### src/rtl/sar_pkg.sv
// Shared constants and capture FSM encoding for the SAR result reader.
package sar_pkg;

  localparam int SAR_DATA_W    = 4;
  localparam int SAR_CNT_W     = 8;
  localparam int SAR_AVG_SHIFT = 2;
  localparam int SAR_AVG_N     = 4;

  typedef enum logic {
    ARMED    = 1'b0,
    WAIT_LOW = 1'b1
  } sar_state_t;

endpackage

### src/rtl/sar_result_fifo.sv
// Generic synchronous show-ahead FIFO: head entry is always visible on head.
// A push into a full FIFO is accepted only when a pop frees a slot in the
// same cycle. clear empties the FIFO and has priority over push and pop.
module sar_result_fifo #(
  parameter int DATA_W = 4,
  parameter int DEPTH  = 4,
  parameter int LVL_W  = $clog2(DEPTH) + 1
) (
  input  logic              clk,
  input  logic              rst_n,
  input  logic              push,
  input  logic [DATA_W-1:0] push_data,
  input  logic              pop,
  input  logic              clear,
  output logic [DATA_W-1:0] head,
  output logic              full,
  output logic              empty,
  output logic [LVL_W-1:0]  level
);

  localparam int AW = $clog2(DEPTH);

  logic [DATA_W-1:0] mem [DEPTH];
  logic [AW-1:0]     wr_ptr;
  logic [AW-1:0]     rd_ptr;
  logic [LVL_W-1:0]  lvl;
  logic              do_push;
  logic              do_pop;

  assign full    = (lvl == LVL_W'(DEPTH));
  assign empty   = (lvl == '0);
  assign do_pop  = pop && !empty;
  assign do_push = push && (!full || do_pop);
  assign head    = mem[rd_ptr];
  assign level   = lvl;

  // Storage, pointers (wrap naturally, DEPTH is a power of 2) and occupancy
  always_ff @(posedge clk or negedge rst_n) begin
    if (!rst_n) begin
      for (int i = 0; i < DEPTH; i++) mem[i] <= '0;
      wr_ptr <= '0;
      rd_ptr <= '0;
      lvl    <= '0;
    end else if (clear) begin
      wr_ptr <= '0;
      rd_ptr <= '0;
      lvl    <= '0;
    end else begin
      if (do_push) begin
        mem[wr_ptr] <= push_data;
        wr_ptr      <= wr_ptr + AW'(1);
      end
      if (do_pop) rd_ptr <= rd_ptr + AW'(1);
      if (do_push && !do_pop)      lvl <= lvl + LVL_W'(1);
      else if (!do_push && do_pop) lvl <= lvl - LVL_W'(1);
    end
  end

endmodule

### src/rtl/sar_result_reader.sv
// Reader end of the SAR conversion interface. Captures one code per rising
// run of sar_done, counts conversions and buffers codes in a show-ahead FIFO
// drained over a valid/ready handshake.
// Optional build macro SAR_RESULT_AVG_EN: push the truncated mean of every
// four captures instead of each raw capture.
module sar_result_reader
  import sar_pkg::*;
#(
  parameter int DATA_W     = SAR_DATA_W,
  parameter int FIFO_DEPTH = 4,
  parameter int CNT_W      = SAR_CNT_W
) (
  input  logic                          clk,
  input  logic                          rst_n,
  input  logic [DATA_W-1:0]             sar_bits,
  input  logic                          sar_done,
  input  logic                          clear,
  output logic [DATA_W-1:0]             out_data,
  output logic                          out_valid,
  input  logic                          out_ready,
  output logic                          overflow,
  output logic [$clog2(FIFO_DEPTH):0]   level,
  output logic [CNT_W-1:0]              conv_count
);

  sar_state_t        state;
  logic              capture;
  logic              push;
  logic [DATA_W-1:0] push_data;
  logic              pop;
  logic              full;
  logic              empty;

  // A capture happens on the first edge that sees sar_done high while armed
  assign capture = (state == ARMED) && sar_done;

  // Capture FSM: one capture per high run of sar_done; clear does not rearm
  always_ff @(posedge clk or negedge rst_n) begin
    if (!rst_n) begin
      state <= ARMED;
    end else begin
      case (state)
        ARMED:    if (sar_done)  state <= WAIT_LOW;
        WAIT_LOW: if (!sar_done) state <= ARMED;
        default:  state <= ARMED;
      endcase
    end
  end

  // Raw conversion counter, wrapping; a capture coinciding with clear is lost
  always_ff @(posedge clk or negedge rst_n) begin
    if (!rst_n)       conv_count <= '0;
    else if (clear)   conv_count <= '0;
    else if (capture) conv_count <= conv_count + CNT_W'(1);
  end

`ifdef SAR_RESULT_AVG_EN
  logic [DATA_W+1:0] acc;
  logic [1:0]        smp_cnt;
  logic              last_smp;

  // Mean of the accumulated samples plus the current code, truncated
  function automatic logic [DATA_W-1:0] avg_trunc(input logic [DATA_W+1:0] a,
                                                  input logic [DATA_W-1:0] c);
    logic [DATA_W+1:0] sum;
    sum = a + {2'b00, c};
    return sum[SAR_AVG_SHIFT +: DATA_W];
  endfunction

  assign last_smp  = (smp_cnt == 2'(SAR_AVG_N - 1));
  assign push      = capture && last_smp;
  assign push_data = avg_trunc(acc, sar_bits);

  // Accumulate three samples; the fourth completes the average and restarts
  always_ff @(posedge clk or negedge rst_n) begin
    if (!rst_n) begin
      acc     <= '0;
      smp_cnt <= '0;
    end else if (clear) begin
      acc     <= '0;
      smp_cnt <= '0;
    end else if (capture) begin
      if (last_smp) begin
        acc     <= '0;
        smp_cnt <= '0;
      end else begin
        acc     <= acc + {2'b00, sar_bits};
        smp_cnt <= smp_cnt + 2'd1;
      end
    end
  end
`else
  assign push      = capture;
  assign push_data = sar_bits;
`endif

  assign pop       = out_valid && out_ready;
  assign out_valid = !empty;

  // Sticky overflow: a push was dropped because the FIFO was full with no pop
  always_ff @(posedge clk or negedge rst_n) begin
    if (!rst_n)                        overflow <= 1'b0;
    else if (clear)                    overflow <= 1'b0;
    else if (push && full && !pop)     overflow <= 1'b1;
  end

  sar_result_fifo #(
    .DATA_W (DATA_W),
    .DEPTH  (FIFO_DEPTH),
    .LVL_W  ($clog2(FIFO_DEPTH) + 1)
  ) u_fifo (
    .clk       (clk),
    .rst_n     (rst_n),
    .push      (push),
    .push_data (push_data),
    .pop       (pop),
    .clear     (clear),
    .head      (out_data),
    .full      (full),
    .empty     (empty),
    .level     (level)
  );

endmodule
### config.mk
export PLATFORM = sky130hd
export DESIGN_NAME = sar_result_reader
export DESIGN_NICKNAME = d
export VERILOG_FILES = /design/src/rtl/sar_pkg.sv /design/src/rtl/sar_result_fifo.sv /design/src/rtl/sar_result_reader.sv
export SDC_FILE = /design/constraint.sdc
export NUM_CORES = 1
export LEC_CHECK = 0
export ABC_CLOCK_PERIOD_IN_PS = 2870
export BUFFER_PORTS_ARGS = -buffer_cell sky130_fd_sc_hd__buf_2
export CAP_MARGIN = 20
export CORE_ASPECT_RATIO = 1.5
export CORE_UTILIZATION = 44
export DETAILED_ROUTE_END_ITERATION = 8
export PLACE_DENSITY = 0.64
export SYNTH_ARGS = -nofsm -noshare
export SYNTH_HDL_FRONTEND = slang
export SYNTH_SLANG_ARGS = --single-unit
### constraint.sdc
create_clock -name clk -period 2.87 [get_ports clk]
set_clock_uncertainty 0.15 [all_clocks]
set_input_delay 0.287 -clock clk [delete_from_list [all_inputs] [get_ports clk]]
set_output_delay 0.287 -clock clk [all_outputs]
set_load 0.005 [all_outputs]
==> metrics.md <==
| Metric | Value |
|---|---|
| Root buffer cell | clkbuf_8 |
| Critical path type | in2reg |
| First-pass GRT wire length | about 5.5 mm |
| Initial Util | 46.40% |
| Crit-path max FO | 9 |
| Core area | about 3700 um2 |
| CP Data Required Time | 2.87 ns |
| IO Count | 26 |
| R2R setup slack | 0.80 ns |
| Drt wl/cell | between 15 and 20 um |
| Post-synthesis instance area | 1724 um2 |
| Sequential area share after synthesis | 47.90% |
| F_max | 445.9 MHz |
| GPL Wtd Cong | 0.7845 |
| H-Tree Depth | 2 |
| Mapped Cells | around 140 |
| Detailed-route DRC error count | 0 |
| Vias in the first global route | 1165 |
| Ys async rst share | between 90% and 100% |
| Drt via density | 5.358 |
| Worst EP arrival | ~2.2 ns |
| Worst-Margin Slew | between 0.7 and 0.8 ns |
| YS warnings | 0 |
| PortBufs | 25 |
| Die ar. | 4178 um2 |
| Die Y | between 70 and 80 um |
| Power Density | about 700 nW/um2 |
| Filler instances | 356 |
| ANT cells | 0 |
| Worst setup SP type | input port |
| Setup TNS | 0 ns |
| Fraction of layout cells with a size suffix above 1 | between 30% and 40% |
| Initial antenna violation count | 0 |
| Clk sinks | 33 |
| Initial drt markers | 12 |
| Count of cell types in the netlist | 31 |
| Clk Latency, worst-skew pair | ~0.28 ns |
| Dpl hpwl | roughly 2.4 mm |
| Post-synthesis sequential element count | 33 |
| Post-synth net total | roughly 160 |
| Worst VDD drop | between 500 and 600 uV |
| Via count | around 1100 |
| Clock-pin slew on the worst setup and hold paths | ~0.060 ns |
| Final setup fails | 0 |
| Slew margin rel. | between 50 and 60% |
| Die X | around 53 um |
| Area of the multi-input gates | ~850 um2 |
| Final WS setup | 0.6276 ns |
| Pre-antenna DRT Iters | 4 |
| Status | finished, final reports clean |
| Aggregate global-route resource usage | ~19% |
| TritonCTS clock tree | yes |
| HP Class | in2reg |
| Largest net degree at the start of global routing | 34 |
| Tot Pwr | 1.392 mW |
| Final ANT Viol Nets | 0 |
| Place WS | 0.8320 ns |
| Critical Path Sink Type | flip-flop |
| Max Transition Viols Final | 0 |
| Period minus WS final | about 2.2 ns |
| FF/Latch Area | a little over 800 um2 |
| Post-synth EDFFs | 0 |
| Final Cycle Share | 78.13% |
| WL final | about 3.3 mm |
| Site Rows | 27 |
| Leakage | 0.9233 nW |
| Final hold viol count | 0 |
| RSZ-0062 raised after global routing | no |
| Grt ovf | 0 |
| Post-CTS setup repair buffer count | 0 |
| Clock Tree Buf Depth | 2 |
| Max-Cap Viols | 0 |
| Area delta synth->final | 14.51% |
| Final nets | 185 |
| Syn avg cell area | 12.14 um2 |
| TritonCTS Buffers | 5 |
| Ys flop type | dfrtp_1 |
[timing repair]
item	CTS	global route
hold buffers	2	0
gates resized for setup	0	0
hold endpoints to repair	34	0
[cell families (layout without fill, tap and decap cells)]
logic type                 count (synthesis)  after routing  share of synthesized area (%)
muxes                                     22             22                          20.39
buffers and inverters                     11             38                          2.612
and+or+nand+nor                           44             44                          14.22
xor gates and xnor gates                  10             10                          5.080
DFF                                       33             33                          47.90
AOI/OAI and AO/OA                         16             16                          5.008
adders and majority gates                  6              6                          4.790
[layer usage]
layer  GRT usage (%)  share of wire, %
met5               0                 0
met4           7.105               1.7
met3           5.426               3.7
met2           32.03                54
met1           20.65                40
[Yosys cell counts, types with 4 or more instances]
library cell / instances / share of area [%]
a21oi_1: 8 / 2.3
and2_4: 4 / 2.0
dfrtp_1: 33 / 48
ha_1: 5 / 3.6
inv_1: 4 / 0.87
mux2_4: 16 / 14
mux4_2: 4 / 5.2
nand2_1: 8 / 1.7
nor2_1: 15 / 3.3
o21ai_0: 5 / 1.5
xnor2_1: 5 / 2.5
xor2_1: 5 / 2.5
[flip-flops by register name, indices dropped and copies added (netlist names)]
signal         count
u_fifo.mem        16
u_fifo.wr_ptr      2
state              1
u_fifo.rd_ptr      2
conv_count         8
u_fifo.level       3
overflow           1
[worst max-delay path, stage by stage]
cell and delay, ns:
dlygate4sd3_1 0.53, buf_2 0.13, nor2b_1 0.12, buf_4 0.16
and3_1 0.16, fa_1 0.42, o21ai_0 0.17, a31oi_1 0.06
a21oi_1 0.13, a21oi_1 0.07
[stage by stage]
| step | util [%] | std cells | instance area [um2] | hold WS [ns] |
|---|---|---|---|---|
| 2_1_floorplan | - | 142 | 1724 | -0.1586 |
| 3_3_place_gp | 50.61 | 204 | 1881 | 0.2371 |
| 3_5_place_dp | 50.61 | 204 | 1881 | 0.2475 |
| 4_1_cts | 53.13 | 212 | 1974 | 0.1294 |
| 5_1_grt | 53.13 | 212 | 1974 | 0.1332 |
| 6_report | 53.13 | 212 | 1974 | 0.1374 |
[layout make-up]
class	count	area share, %
well taps	43	2.725
clock inverters	1	0.2535
repair buffers	28	7.731
multi-input cells	98	43.22
inverters	4	0.7605
clock buffers	5	3.485
flip-flops and latches	33	41.83
[layout by cell type (no fill, tap or decap), drive strengths merged, types with 2 or more instances in the layout]
cell type and n:
dfrtp 33, buf 26, mux2 17, nor2 15, nand2 8, a21oi 8
o21ai 5, xnor2 5, xor2 5, ha 5, clkbuf 5, inv 4
mux4 4, and2 4, nand4 3, nor3 3, or3 2, nor2b 2
and3 2, nand3 2, dlygate4sd3 2
[where the power goes]
| group | switching (mW) | total [mW] | internal, mW |
|---|---|---|---|
| Clock | 0.152 | 0.311 | 0.159 |
| Combinational | 0.175 | 0.434 | 0.259 |
| Sequential | 0.0981 | 0.647 | 0.549 |
| Total | 0.425 | 1.39 | 0.967 |
[final timing paths]
kind / cells after the start / end / startpoint
min in group asynchronous: 2 / u_fifo.mem[15] / rst_n
setup reg to reg: 8 / u_fifo.level[2] / u_fifo.level[0]
setup / recovery: 10 / u_fifo.level[2] / sar_done
max in group asynchronous: 2 / u_fifo.mem[13] / rst_n
hold / removal: 2 / u_fifo.mem[15] / sar_bits[3]
hold reg to reg: 2 / overflow / overflow
(Power assumes the default switching activity.)
